### src/rtl/dm_pkg.sv
// Shared constants, FSM encoding and request check for the block copier.
package dm_pkg;

    localparam int DM_ADDR_W = 12;
    localparam int DM_DATA_W = 32;
    localparam int MEM_WORDS = 1 << DM_ADDR_W;

    typedef enum logic [2:0] {
        S_IDLE,
        S_CHECK,
        S_READ,
        S_WAIT,
        S_WRITE,
        S_FIN
    } state_t;

    typedef struct packed {
        logic bad;
        logic zero;
        logic desc;
    } chk_t;

    function automatic chk_t check_req(
        input logic [DM_ADDR_W-1:0] src,
        input logic [DM_ADDR_W-1:0] dst,
        input logic [DM_ADDR_W-1:0] len
    );
        chk_t r;
        logic [DM_ADDR_W:0] se;
        logic [DM_ADDR_W:0] de;
        se     = {1'b0, src} + {1'b0, len};
        de     = {1'b0, dst} + {1'b0, len};
        r.bad  = (se > (DM_ADDR_W+1)'(MEM_WORDS)) ||
                 (de > (DM_ADDR_W+1)'(MEM_WORDS));
        r.zero = (len == '0);
        // dst inside (src, src+len) would clobber unread source words
        r.desc = (dst > src) && ({1'b0, dst} < se);
        return r;
    endfunction

endpackage

### src/rtl/dm_block_copy.sv
// Block copy engine on the data-memory port; physical addressing,
// memmove semantics for overlapping regions.
module dm_block_copy
    import dm_pkg::*;
#(
    parameter int ADDR_W   = DM_ADDR_W,
    parameter int DATA_W   = DM_DATA_W,
    parameter int READ_LAT = 1
) (
    input  logic              clock,
    input  logic              reset,
    input  logic              start,
    input  logic [ADDR_W-1:0] src_base,
    input  logic [ADDR_W-1:0] dst_base,
    input  logic [ADDR_W-1:0] length,
    input  logic [DATA_W-1:0] mem_read,
    output logic [ADDR_W-1:0] mem_address,
    output logic [DATA_W-1:0] mem_data,
    output logic              mem_we,
    output logic              mem_flagSO,
    output logic              busy,
    output logic              done,
    output logic              err
);

    state_t            state, state_n;
    logic [ADDR_W-1:0] src_q, src_n;
    logic [ADDR_W-1:0] dst_q, dst_n;
    logic [ADDR_W-1:0] len_q, len_n;
    chk_t              chk_q, chk_n;
    chk_t              req;
    logic [ADDR_W-1:0] idx, idx_n;
    logic [ADDR_W-1:0] cnt, cnt_n;
    logic [1:0]        wcnt, wcnt_n;
    logic [ADDR_W-1:0] addr_n;
    logic [DATA_W-1:0] data_n;
    logic              we_n, busy_n, done_n, err_n;

    assign mem_flagSO = 1'b0;

    always_ff @(posedge clock or negedge reset) begin
        if (!reset) begin
            state       <= S_IDLE;
            src_q       <= '0;
            dst_q       <= '0;
            len_q       <= '0;
            chk_q       <= '0;
            idx         <= '0;
            cnt         <= '0;
            wcnt        <= '0;
            mem_address <= '0;
            mem_data    <= '0;
            mem_we      <= 1'b0;
            busy        <= 1'b0;
            done        <= 1'b0;
            err         <= 1'b0;
        end else begin
            state       <= state_n;
            src_q       <= src_n;
            dst_q       <= dst_n;
            len_q       <= len_n;
            chk_q       <= chk_n;
            idx         <= idx_n;
            cnt         <= cnt_n;
            wcnt        <= wcnt_n;
            mem_address <= addr_n;
            mem_data    <= data_n;
            mem_we      <= we_n;
            busy        <= busy_n;
            done        <= done_n;
            err         <= err_n;
        end
    end

    // Outputs are registered from next-state values so each one is
    // valid during the state it belongs to.
    always_comb begin
        state_n = state;
        src_n   = src_q;
        dst_n   = dst_q;
        len_n   = len_q;
        chk_n   = chk_q;
        idx_n   = idx;
        cnt_n   = cnt;
        wcnt_n  = wcnt;
        addr_n  = mem_address;
        data_n  = mem_data;
        we_n    = 1'b0;
        busy_n  = busy;
        done_n  = 1'b0;
        err_n   = 1'b0;
        req     = check_req(src_base, dst_base, length);
        unique case (state)
            S_IDLE: begin
                busy_n = 1'b0;
                if (start) begin
                    src_n   = src_base;
                    dst_n   = dst_base;
                    len_n   = length;
                    chk_n   = req;
                    busy_n  = 1'b1;
                    err_n   = req.bad;
                    state_n = S_CHECK;
                end
            end
            S_CHECK: begin
                if (chk_q.bad) begin
                    busy_n  = 1'b0;
                    state_n = S_IDLE;
                end else if (chk_q.zero) begin
                    busy_n  = 1'b0;
                    done_n  = 1'b1;
                    state_n = S_FIN;
                end else begin
                    idx_n   = chk_q.desc ? len_q - 1'b1 : '0;
                    cnt_n   = len_q;
                    addr_n  = src_q + idx_n;
                    state_n = S_READ;
                end
            end
            S_READ: begin
                wcnt_n  = '0;
                state_n = S_WAIT;
            end
            S_WAIT: begin
                if (wcnt == 2'(READ_LAT - 1)) begin
                    data_n  = mem_read;
                    addr_n  = dst_q + idx;
                    we_n    = 1'b1;
                    state_n = S_WRITE;
                end else begin
                    wcnt_n = wcnt + 2'd1;
                end
            end
            S_WRITE: begin
                cnt_n = cnt - 1'b1;
                if (cnt == ADDR_W'(1)) begin
                    busy_n  = 1'b0;
                    done_n  = 1'b1;
                    state_n = S_FIN;
                end else begin
                    idx_n   = chk_q.desc ? idx - 1'b1 : idx + 1'b1;
                    addr_n  = src_q + idx_n;
                    state_n = S_READ;
                end
            end
            S_FIN: begin
                state_n = S_IDLE;
            end
            default: begin
                state_n = S_IDLE;
            end
        endcase
    end

endmodule
### config.mk
export PLATFORM = sky130hd
export DESIGN_NAME = dm_block_copy
export DESIGN_NICKNAME = d
export VERILOG_FILES = /design/src/rtl/dm_pkg.sv /design/src/rtl/dm_block_copy.sv
export SDC_FILE = /design/constraint.sdc
export NUM_CORES = 1
export LEC_CHECK = 0
export CAP_MARGIN = 5
export CORE_MARGIN = 2
export CORE_UTILIZATION = 38
export DETAILED_ROUTE_END_ITERATION = 6
export SYNTH_ARGS = -nofsm -noshare
export SYNTH_HDL_FRONTEND = slang
export SYNTH_SLANG_ARGS = --single-unit
export TNS_END_PERCENT = 50
### constraint.sdc
create_clock -name clock -period 3.8 [get_ports clock]
set_clock_uncertainty 0.2 [all_clocks]
set_input_delay 0.38 -clock clock [delete_from_list [all_inputs] [get_ports clock]]
set_output_delay 0.38 -clock clock [all_outputs]
set_load 0.005 [all_outputs]
==> results of run 1 <==
[routing by layer]
metal  global-route usage (%)  vias up  wire (microns)
met5                        0        -               0
met4                     6.57        0             405
met3                     4.01       25            1060
met2                     31.2      176            9310
met1                     27.0     3197           10400
li1                         -     3453               -
[logic make-up (layout without fill, tap and decap cells)]
family                   Yosys count  count (layout)  share of synthesized area [%]
XOR/XNOR                          53              53                           5.81
AO/OA/AOI/OAI                    241             241                           19.0
other                              1               1                         0.0469
multiplexers                      41              41                           5.73
flip-flops                       116             116                           36.3
adder cells (fa/ha/maj)           89              89                           14.4
AND/OR/NAND/NOR                  276             276                           15.6
buffers and inverters             62             222                           3.02
[stage by stage]
stage	setup WS (ns)	instance area [sq um]	util [%]	hold WS (ns)	instances
CTS	0.00803	10300	49.4	0.286	1314
floorplan	0.0834	7990	-	-0.116	879
global placement	-0.0303	9690	46.5	0.265	1281
detailed placement	-0.0566	9690	46.5	0.273	1281
global route	-0.0520	10300	49.6	0.313	1314
finish	0.0825	10300	49.6	0.277	1314
[flip-flops by register name, summed over array words and instances, names as in the netlist]
| register | flops |
|---|---|
| busy | 1 |
| chk_q | 3 |
| cnt | 12 |
| done | 1 |
| dst_q | 12 |
| err | 1 |
| idx | 12 |
| len_q | 12 |
| mem_address | 12 |
| mem_data | 32 |
| mem_we | 1 |
| src_q | 12 |
| state | 3 |
| wcnt | 2 |
[synthesized netlist by cell type (all sizes together), types with 8 or more instances]
cell type / number / area share, %
a21oi: 55 / 3.5
clkbuf: 17 / 0.80
nand2: 150 / 7.0
o21bai: 8 / 0.75
nor2: 42 / 2.1
xor2: 26 / 2.8
a31oi: 8 / 0.63
ha: 84 / 13
o21ai: 83 / 5.2
dfrtp: 116 / 36
nor2b: 12 / 0.94
xnor2: 27 / 3.0
o22ai: 9 / 0.78
buf: 12 / 0.67
inv: 33 / 1.6
a21o: 25 / 2.3
nand3: 10 / 0.63
mux2: 38 / 5.4
a211oi: 15 / 1.7
nor3: 21 / 1.3
[critical path, delay by kind of cell (launching register included)]
| family | cells | cell delay (ns) |
|---|---|---|
| AO/OA/AOI/OAI | 10 | 1.56 |
| XOR/XNOR | 2 | 0.32 |
| adder cells (fa/ha/maj) | 2 | 0.62 |
| flip-flops | 1 | 0.45 |
| AND/OR/NAND/NOR | 2 | 0.44 |
[power by group through the flow]
| stage | clock [mW] | combinational (mW) | sequential (mW) |
|---|---|---|---|
| 4_1_cts | 1.62 | 3.73 | 2.27 |
| 2_1_floorplan | 0 | 2.40 | 2.16 |
| 3_3_place_gp | 0 | 3.66 | 2.27 |
| 5_1_grt | 1.68 | 4.22 | 2.34 |
| 3_5_place_dp | 0 | 3.70 | 2.28 |
| 6_report | 1.58 | 3.75 | 2.27 |
[layout make-up]
type / count / area [sq um] / share of cell area, %
multi-input cells: 701 / 4900 / 47.4
flip-flops and latches: 116 / 2900 / 28.1
repair buffers: 157 / 1480 / 14.3
clock buffers: 17 / 425 / 4.12
well taps: 275 / 344 / 3.33
clock inverters: 15 / 159 / 1.54
inverters: 33 / 124 / 1.20
[timing repair]
action	in CTS	in global routing
pin swaps	0	3
setup endpoints to repair	1	3
hold endpoints to repair	52	0
buffers inserted	0	0
hold buffers	1	0
resized for setup	1	10
[worst max path at each step]
stage	slack, ns	endpoint
2_1_floorplan	0.08	mem_address[10]$_DFFE_PN0P_
3_3_place_gp	-0.03	chk_q[0]$_DFFE_PN0P_
3_5_place_dp	-0.06	chk_q[0]$_DFFE_PN0P_
4_1_cts	0.008	mem_address[11]$_DFFE_PN0P_
5_1_grt	-0.05	mem_address[11]$_DFFE_PN0P_
6_report	0.08	mem_address[11]$_DFFE_PN0P_
==> metrics.txt, run 1 <==
Initial Util 38.4%; fillers 1997; IO Port Bufs approximately 120; worst vdd ir 0.250 mV; Logic pwr share about 50%; hold path endpoint mem_address[8]$_DFFE_PN0P_; Longest Clk Path Bufs 2; Sw Ratio between 30% and 40%; Sink Count 116; cts bufs inserted 17; initial antenna violation count 0; Hold Vio Cnt, Final 0; final setup vio count 0; Root Buffer clkbuf_16; Worst R2R Path Depth 16; HP Class flip-flop to flip-flop; Cell Rows 53; final wirelength 21200 microns; PwrDens 736 nW/um^2; Avg WL per Cell 16.1 microns; Detailed Route Iter0 Violations 347; residual DRC count 0; Psw 3.03 mW; Most used DFF post-synth dfrtp_1; Final Slew Violations 0; Slew @ Worst Pin 0.719 ns; status complete, no violations; CP Launch Point chk_q[0]$_DFFE_PN0P_; f_max 269 MHz; Syn Inst Count 879; Die Span X 149 microns; R2R Setup Slk 0.08 ns; DRT antenna net count 0; first-pass GRT wire length 34400 microns; max cap viols 0; Async S/R FF share, synth 100%; P_int 4.57 mW; slowest CP cell dfrtp_2; share of layout cells above drive strength 1 between 10 and 15%; most frequent cells in the layout nand2_1 (150), clkdlybuf4s50_1 (117), dfrtp_1 (115); io pins between 100 and 150; crit share post-route a little over nine tenths; hpwl dp 16500 microns; CP required 3.90 ns; largest net degree at the start of global routing 56; YS warnings 0; CORE AREA 20800 sq um; Worst setup SP type flip-flop; syn avg cell area approximately 9 sq um; Tot Pwr 7.60 mW; Worst path max stage delay 0.45 ns; final net count 1186; Seq/Total Area, Yosys 36.3%; Clk Latency, worst-skew pair 0.43 ns; reg2reg start chk_q[0]$_DFFE_PN0P_; Cell variety after synth 70; max_slew headroom 51.6%; H-Tree Depth 4; # diodes 0; FF+latch count, synth 116; Congestion Overflow GR 0; Placer Congestion 0.927; drt pass-1 iters 5; Leak Pwr 4.73 nW; Tmin final 3.72 ns; vias between 6000 and 7000; Setup TNS 0 ns; P&R area growth vs syn 29.3%; Die Y 149 microns; CP max FO 4; clock-pin slew on the worst setup and hold paths 0.06 ns; Setup CP Type flip-flop to flip-flop; CP Capture Type flip-flop; CP arrival about 3.8 ns; TritonCTS clock tree yes; Hold Startpoint mem_address[8]$_DFFE_PN0P_; die area 22200 sq um; EDFF count, synth 0; Vias/cell about 5.2; clock power share between 20% and 30%; vias in the first global route about 6700; most common cell after layout, fill and taps aside nand2_1; Synth Net Count roughly 1000; Crit path top cell by count a21o_1; sequential power share about 30%; CP cell instances fa_2 > a21o_1 > a21o_1 > a21o_1 > a21oi_2 > o21ai_1 > a31oi_1 > xor2_1 > o22ai_1 > ha_2 > or3_1 > o21ai_0 > a21oi_1 > xnor2_1 > a32oi_1 > nand3b_1; Synth Cell Area 7990 sq um; hold path depth 2; Total GRT Usage 19.7%; reg2reg end mem_address[11]$_DFFE_PN0P_
Note: power is estimated with default switching activity, not from simulation.
==> run 2: changes to the inputs <==
Settings changed: ABC_AREA from default to 1.
==> run 2 against run 1 <==
Worst hold slack worse by 0.0076 ns. Fmax is 4.7% higher. Combinational power is 10% higher. Area after synthesis up 4.9%. Critical path type unchanged. Critical endpoint unchanged. Largest power group unchanged.
==> metrics.txt, run 2 <==
Leak Pwr 5.28 nW (+12%); Syn Inst Count 1146 (+30%); Tot Pwr 8.01 mW (+5.4%); syn avg cell area 7.31 sq um (-20%); initial antenna violation count 0 (unchanged); residual DRC count 0 (unchanged); P&R area growth vs syn 25.5%; CORE AREA 21800 sq um (+4.5%); CP required 3.91 ns (about the same); Detailed Route Iter0 Violations 482 (+39%); vias in the first global route 7457 (+11%); IO Port Bufs 118 (unchanged); EDFF count, synth 0 (unchanged); first-pass GRT wire length 38100 microns (+11%); share of layout cells above drive strength 1 5.59% (-6.8 points); most common cell after layout, fill and taps aside nand2_1; Final Slew Violations 0 (unchanged); drt pass-1 iters 6 (+1); max_slew headroom 32.7% (-19 points); Cell Rows 54 (+1.9%); fillers 2197 (+10%); hpwl dp 18300 microns (+11%); final setup vio count 0 (unchanged); Largest register FFs 32 (unchanged); CP max FO 12 (+8); FF+latch count, synth 116 (unchanged); Tmin final 3.55 ns (-0.166 ns); CP arrival 3.66 ns (-0.16 ns); Multi-input gate area 4870 sq um (-0.49%); Worst path max stage delay 0.51 ns (+0.06 ns); largest net degree at the start of global routing 61 (+8.9%); CP cell instances buf_4 > fa_1 > a21oi_2 > o21ai_0 > xnor2_1 > o21ai_1 > ha_1 > inv_1 > o21ai_0 > a221oi_1 > nand3_1 > inv_1 > nand3_1 > nand3_1 > nand2_1 > nand2_1 > nand2_1; TritonCTS clock tree yes; status complete, no violations; Clk Latency, worst-skew pair 0.42 ns (about the same); top-count cell post-synth nand2_1; Reg with most FFs mem_data; Avg WL per Cell 14.8 microns (-8.1%); area leader, netlist dfrtp_1; worst slack, placed 0.129 ns (+0.186 ns); most frequent cells in the layout nand2_1 (370), inv_1 (123), clkdlybuf4s50_1 (117); Die Y 153 microns (+2.3%); Most used DFF post-synth dfrtp_1; Hold Vio Cnt, Final 0 (unchanged); Synth top area share 34.6% (-1.7 points); max cap viols 0 (unchanged); reg2reg start chk_q[0]$_DFFE_PN0P_; Die Span X 153 microns (+2.3%); final net count 1434 (+21%); Async S/R FF share, synth 100% (unchanged); DRT antenna net count 0 (unchanged); Root Buffer clkbuf_16; CP Launch Point chk_q[0]$_DFFE_PN0P_; most frequent cells after synthesis nand2_1 (370), inv_1 (123), dfrtp_1 (116); die area 23300 sq um (+4.7%); Synth Cell Area 8380 sq um (+4.9%); Longest Clk Path Bufs 2 (unchanged); Congestion Overflow GR 0 (unchanged); crit share post-route 93.5% (-4.4 points); Setup CP Type flip-flop to flip-flop; vias 7787 (+14%); Worst setup SP type flip-flop; clock-pin slew on the worst setup and hold paths 0.06 ns (about the same); Initial Util 38.5% (+0.14 points); Cell variety after synth 50 (-29%); PwrDens 761 nW/um^2 (+3.5%); Vias/cell 4.97 (-4.7%); final wirelength 23200 microns (+9.6%); H-Tree Depth 4 (unchanged); worst vdd ir 0.312 mV (+25%); largest cells by area after synthesis dfrtp_1 (35%), nand2_1 (17%), ha_1 (13%), inv_1 (5.5%), o21ai_0 (4.8%); Placer Congestion 0.894 (-3.6%); HP Class flip-flop to flip-flop; YS warnings 0 (unchanged); io pins 120 (unchanged); Sink Count 116 (unchanged); Synth Net Count 1306 (+26%); Hold Startpoint mem_data[1]$_DFFE_PN0P_; slowest CP cell fa_1; # diodes 0 (unchanged); Seq/Total Area, Yosys 34.6% (-1.7 points); Setup TNS 0 ns (unchanged); setup repair after global routing missed its margin false; f_max 282 MHz (+4.7%); Total GRT Usage 20.2% (+0.52 points); Reg area 2900 sq um (unchanged); final worst slack 0.248 ns (+0.166 ns); Slew @ Worst Pin 1.01 ns (+0.290 ns); cts bufs inserted 17 (unchanged); CP Capture Type flip-flop
run 2: cell types whose count changed in the layout (fill, tap and decap cells not counted), moves of 10 or more:
cell,previous run,this run
a211oi_1,11,1
a21o_1,25,4
a21oi_1,52,75
buf_4,38,16
inv_1,33,123
mux2_2,34,0
nand2_1,150,370
nand3_1,10,46
nor2_1,40,75
nor2b_1,11,0
o21ai_0,66,81
o21ai_1,17,1
xnor2_1,27,13
run 2: layer usage:
metal  part of all wire [%]  GRT usage, %  vias to the layer above
li1                       -             -                     4045
met1                     48          28.7                     3517
met2                     44          31.4                      200
met3                    5.0          3.81                       25
met4                    2.3          6.22                        0
met5                      0             0                        -
run 2: cells by family after synthesis:
family / share of synthesized area [%]
fa+ha+maj: 13.7
simple gates: 25.7
flops: 34.6
mux: 0.119
other cells: 0.0447
compound gates: 14.7
buf+inv: 7.38
xor+xnor: 3.66
run 2: worst paths after layout:
path	cells past startpoint	end	slack [ns]
min	2	mem_data[1]$_DFFE_PN0P_	0.27
max	17	mem_address[11]$_DFFE_PN0P_	0.25
min reg2reg	2	mem_data[1]$_DFFE_PN0P_	0.27
max reg2reg	17	mem_address[11]$_DFFE_PN0P_	0.25
min in group asynchronous	2	mem_address[0]$_DFFE_PN0P_	0.37
max in group asynchronous	3	cnt[4]$_DFFE_PN0P_	2.21
run 2: per-stage QoR:
step / hold slack, ns / cell area [sq um] / utilization, % / std cells
3_5_place_dp: 0.259 / 9910 / 45.6 / 1534
6_report: 0.270 / 10500 / 48.4 / 1567
4_1_cts: 0.273 / 10500 / 48.3 / 1567
5_1_grt: 0.293 / 10500 / 48.4 / 1567
3_3_place_gp: 0.252 / 9910 / 45.6 / 1534
2_1_floorplan: -0.116 / 8380 / - / 1146
run 2: where the power goes:
part	internal (mW)	total (mW)	switching, mW	leakage, nW
sequential	1.81	2.27	0.456	1.45
clock	0.928	1.60	0.675	0.286
combinational	1.72	4.14	2.42	3.55
run 2: worst max-delay path, delay by kind of cell (launching register included):
kind	cells	cell delay [ns]
compound gates	5	0.95
fa+ha+maj	2	0.84
simple gates	6	0.43
flops	1	0.50
buf+inv	3	0.37
xor+xnor	1	0.13
run 2: cell type report:
| type | count | area share (%) |
|---|---|---|
| clock buffer | 17 | 4.04 |
| tap | 280 | 3.33 |
| timing repair buffer | 135 | 12.6 |
| clock inverter | 15 | 1.51 |
| sequential | 116 | 27.6 |
| multi-input combinational | 874 | 46.3 |
| inverter | 130 | 4.64 |
run 2: what timing repair did:
| item | CTS | global route |
|---|---|---|
| resized for setup | 0 | 4 |
| hold endpoints to repair | 56 | 0 |
| buffers inserted | 0 | 0 |
| setup endpoints to repair | 0 | 4 |
| hold buffers | 1 | 0 |
==> run 3: changes to the inputs <==
Clock period 3.8 ns to 3.9 ns, I/O delays scaled along.
==> run 3 against run 2 <==
Register-to-register slack improved by 0.02 ns. Combinational power fell by 3%. Routed wire length fell by 0.60%. Via count rose by 0.36%. Total power fell by 2.8%. Fmax fell by 2.1%.
==> metrics.txt, run 3 (same netlist as run 2, synthesis figures left out) <==
status complete, no violations; Psw 3.44 mW (-3.0%); Cell Rows 54 (unchanged); largest net degree at the start of global routing 117 (+92%); Root Buffer clkbuf_16; Die Span X 153 microns (unchanged); Slew @ Worst Pin 0.990 ns (-0.0183 ns); H-Tree Depth 4 (unchanged); Hold Startpoint mem_data[31]$_DFFE_PN0P_; CP arrival 3.75 ns (+0.09 ns); P&R area growth vs syn 25.1%; max_slew headroom 33.9% (+1.2 points); Avg WL per Cell 14.8 microns (-0.35%); hpwl dp 18000 microns (-1.5%); cts bufs inserted 17 (unchanged); setup repair after global routing missed its margin false; Hold Vio Cnt, Final 0 (unchanged); Initial Util 38.5% (unchanged); drt pass-1 iters 5 (-1); Sw Ratio 44.2% (-0.089 points); worst slack, placed 0.219 ns (+0.0904 ns); CORE AREA 21800 sq um (unchanged); Vias/cell 5.00 (+0.62%); Worst setup SP type flip-flop; Worst R2R Path Depth 18 (+1); final net count 1430 (-0.28%); TritonCTS clock tree yes; reg2reg end mem_address[11]$_DFFE_PN0P_; worst hold margin 0.271 ns (+0.00116 ns); CP max FO 12 (unchanged); die area 23300 sq um (unchanged); initial antenna violation count 0 (unchanged); CP Capture Type flip-flop; residual DRC count 0 (unchanged); Detailed Route Iter0 Violations 599 (+24%); Reg with most FFs mem_data; Final Slew Violations 0 (unchanged); final setup vio count 0 (unchanged); hold path endpoint mem_data[31]$_DFFE_PN0P_; Setup TNS 0 ns (unchanged); Congestion Overflow GR 0 (unchanged); reg2reg start chk_q[0]$_DFFE_PN0P_; Finished Layout Cells 1563 (-0.26%); setup bufs post-CTS 0 (unchanged); # placed instances 1530 (-0.26%); P_int 4.34 mW (-2.7%); CP required 4.02 ns (+0.11 ns); Placer Congestion 0.922 (+3.1%); vias in the first global route 7546 (+1.2%); hold path depth 2 (unchanged); Largest register FFs 32 (unchanged); met3 Track Usage GR 3.61% (-0.20 points); most frequent cells in the layout nand2_1 (370), inv_1 (123), clkdlybuf4s50_1 (117); max cap viols 0 (unchanged); clock power share 19.8% (-0.2 points); met1 GRT Util 28.3% (-0.47 points); final wirelength 23100 microns (-0.60%); share of layout cells above drive strength 1 5.14% (-0.45 points); PwrDens 742 nW/um^2 (-2.5%); most common cell after layout, fill and taps aside nand2_1; sequential power share 28.5% (about the same); first-pass GRT wire length 38400 microns (+0.79%); Setup CP Type flip-flop to flip-flop; final worst slack 0.271 ns (+0.0229 ns); # diodes 0 (unchanged); Tmin final 3.63 ns (+0.0771 ns); vias 7815 (+0.36%); f_max 276 MHz (-2.1%); clock-pin slew on the worst setup and hold paths 0.07 ns (about the same); GRT met2 Usage 32.4% (+1.1 points); HP Class flip-flop to flip-flop; Total GRT Usage 20.4% (+0.16 points); Sink Count 116 (unchanged); Die Y 153 microns (unchanged); worst vdd ir 0.240 mV (-23%); io pins 120 (unchanged); DRT antenna net count 0 (unchanged); R2R Setup Slk 0.27 ns (+0.02 ns); IO Port Bufs 118 (unchanged); busiest grt layer met2; Logic pwr share 51.7% (about the same); crit share post-route 93.0% (-0.42 points); Clk Latency, worst-skew pair 0.43 ns (about the same); Longest Clk Path Bufs 2 (unchanged); Leak Pwr 5.26 nW (-0.44%)
==> run 3: changes by cell type in the layout (fill, tap and decap cells not counted), sizes merged <==
cell | before | now
clkinv | 4 | 1
clkinvlp | 1 | 3
inv | 139 | 140
buf | 17 | 13
==> run 3: worst max-delay path: stages, from the launching register on <==
cell      delay, ns
dfrtp_2        0.51
ha_1           0.41
a21oi_1        0.20
o21ai_0        0.13
a21oi_1        0.22
o21ai_0        0.13
xnor2_1        0.14
o21ai_1        0.22
ha_1           0.32
inv_1          0.11
o21ai_0        0.12
a221oi_1       0.26
nand3_1        0.18
inv_1          0.08
nand3_1        0.07
nand3_1        0.06
nand2_1        0.05
nand2_1        0.05
nand2_1        0.04
==> run 3: worst max path at each step <==
stage | endpoint | cells past startpoint | start | slack [ns]
after CTS | mem_address[11]$_DFFE_PN0P_ | 18 | chk_q[0]$_DFFE_PN0P_ | 0.21
final | mem_address[11]$_DFFE_PN0P_ | 18 | chk_q[0]$_DFFE_PN0P_ | 0.27
after global placement | chk_q[0]$_DFFE_PN0P_ | 19 | length[0] | 0.24
after floorplan | mem_address[11]$_DFFE_PN0P_ | 18 | chk_q[0]$_DFFE_PN0P_ | 0.63
after global routing | mem_address[9]$_DFFE_PN0P_ | 15 | chk_q[0]$_DFFE_PN0P_ | 0.009
after detailed placement | mem_address[11]$_DFFE_PN0P_ | 17 | chk_q[0]$_DFFE_PN0P_ | 0.22
==> run 3: through the flow <==
| stage | area, sq um | util (%) | total power [mW] |
|---|---|---|---|
| final | 10500 | 48.2 | 7.78 |
| after global routing | 10500 | 48.2 | 8.53 |
| after CTS | 10500 | 48.2 | 7.83 |
| after detailed placement | 9880 | 45.4 | 6.25 |
| after global placement | 9880 | 45.4 | 6.21 |
| after floorplan | 8380 | - | 4.81 |
==> run 3: metal layers <==
metal  up-vias  share of wire [%]
met5         -                  0
met4         0                1.8
met3        33                4.5
met2       200                 45
met1      3551                 49
li1       4031                  -
==> run 3: cell type report <==
class	count	area, sq um
well taps	280	350
repair buffers	131	1290
clock buffers	17	425
fillers	2197	11300
clock inverters	15	159
inverters	130	488
flip-flops and latches	116	2900
multi-input cells	874	4870
==> run 3: repair_timing <==
item,CTS,global route
endpoints found under the setup margin,0,3
hold endpoints to repair,116,0
hold buffers,1,0
resized for setup,0,2
==> run 3: power groups by stage <==
stage          clock [mW]  sequential, mW  combinational, mW
6_report             1.54            2.22               4.02
5_1_grt              1.64            2.29               4.60
4_1_cts              1.58            2.21               4.04
3_5_place_dp            0            2.23               4.02
3_3_place_gp            0            2.22               3.99
2_1_floorplan           0            2.13               2.68
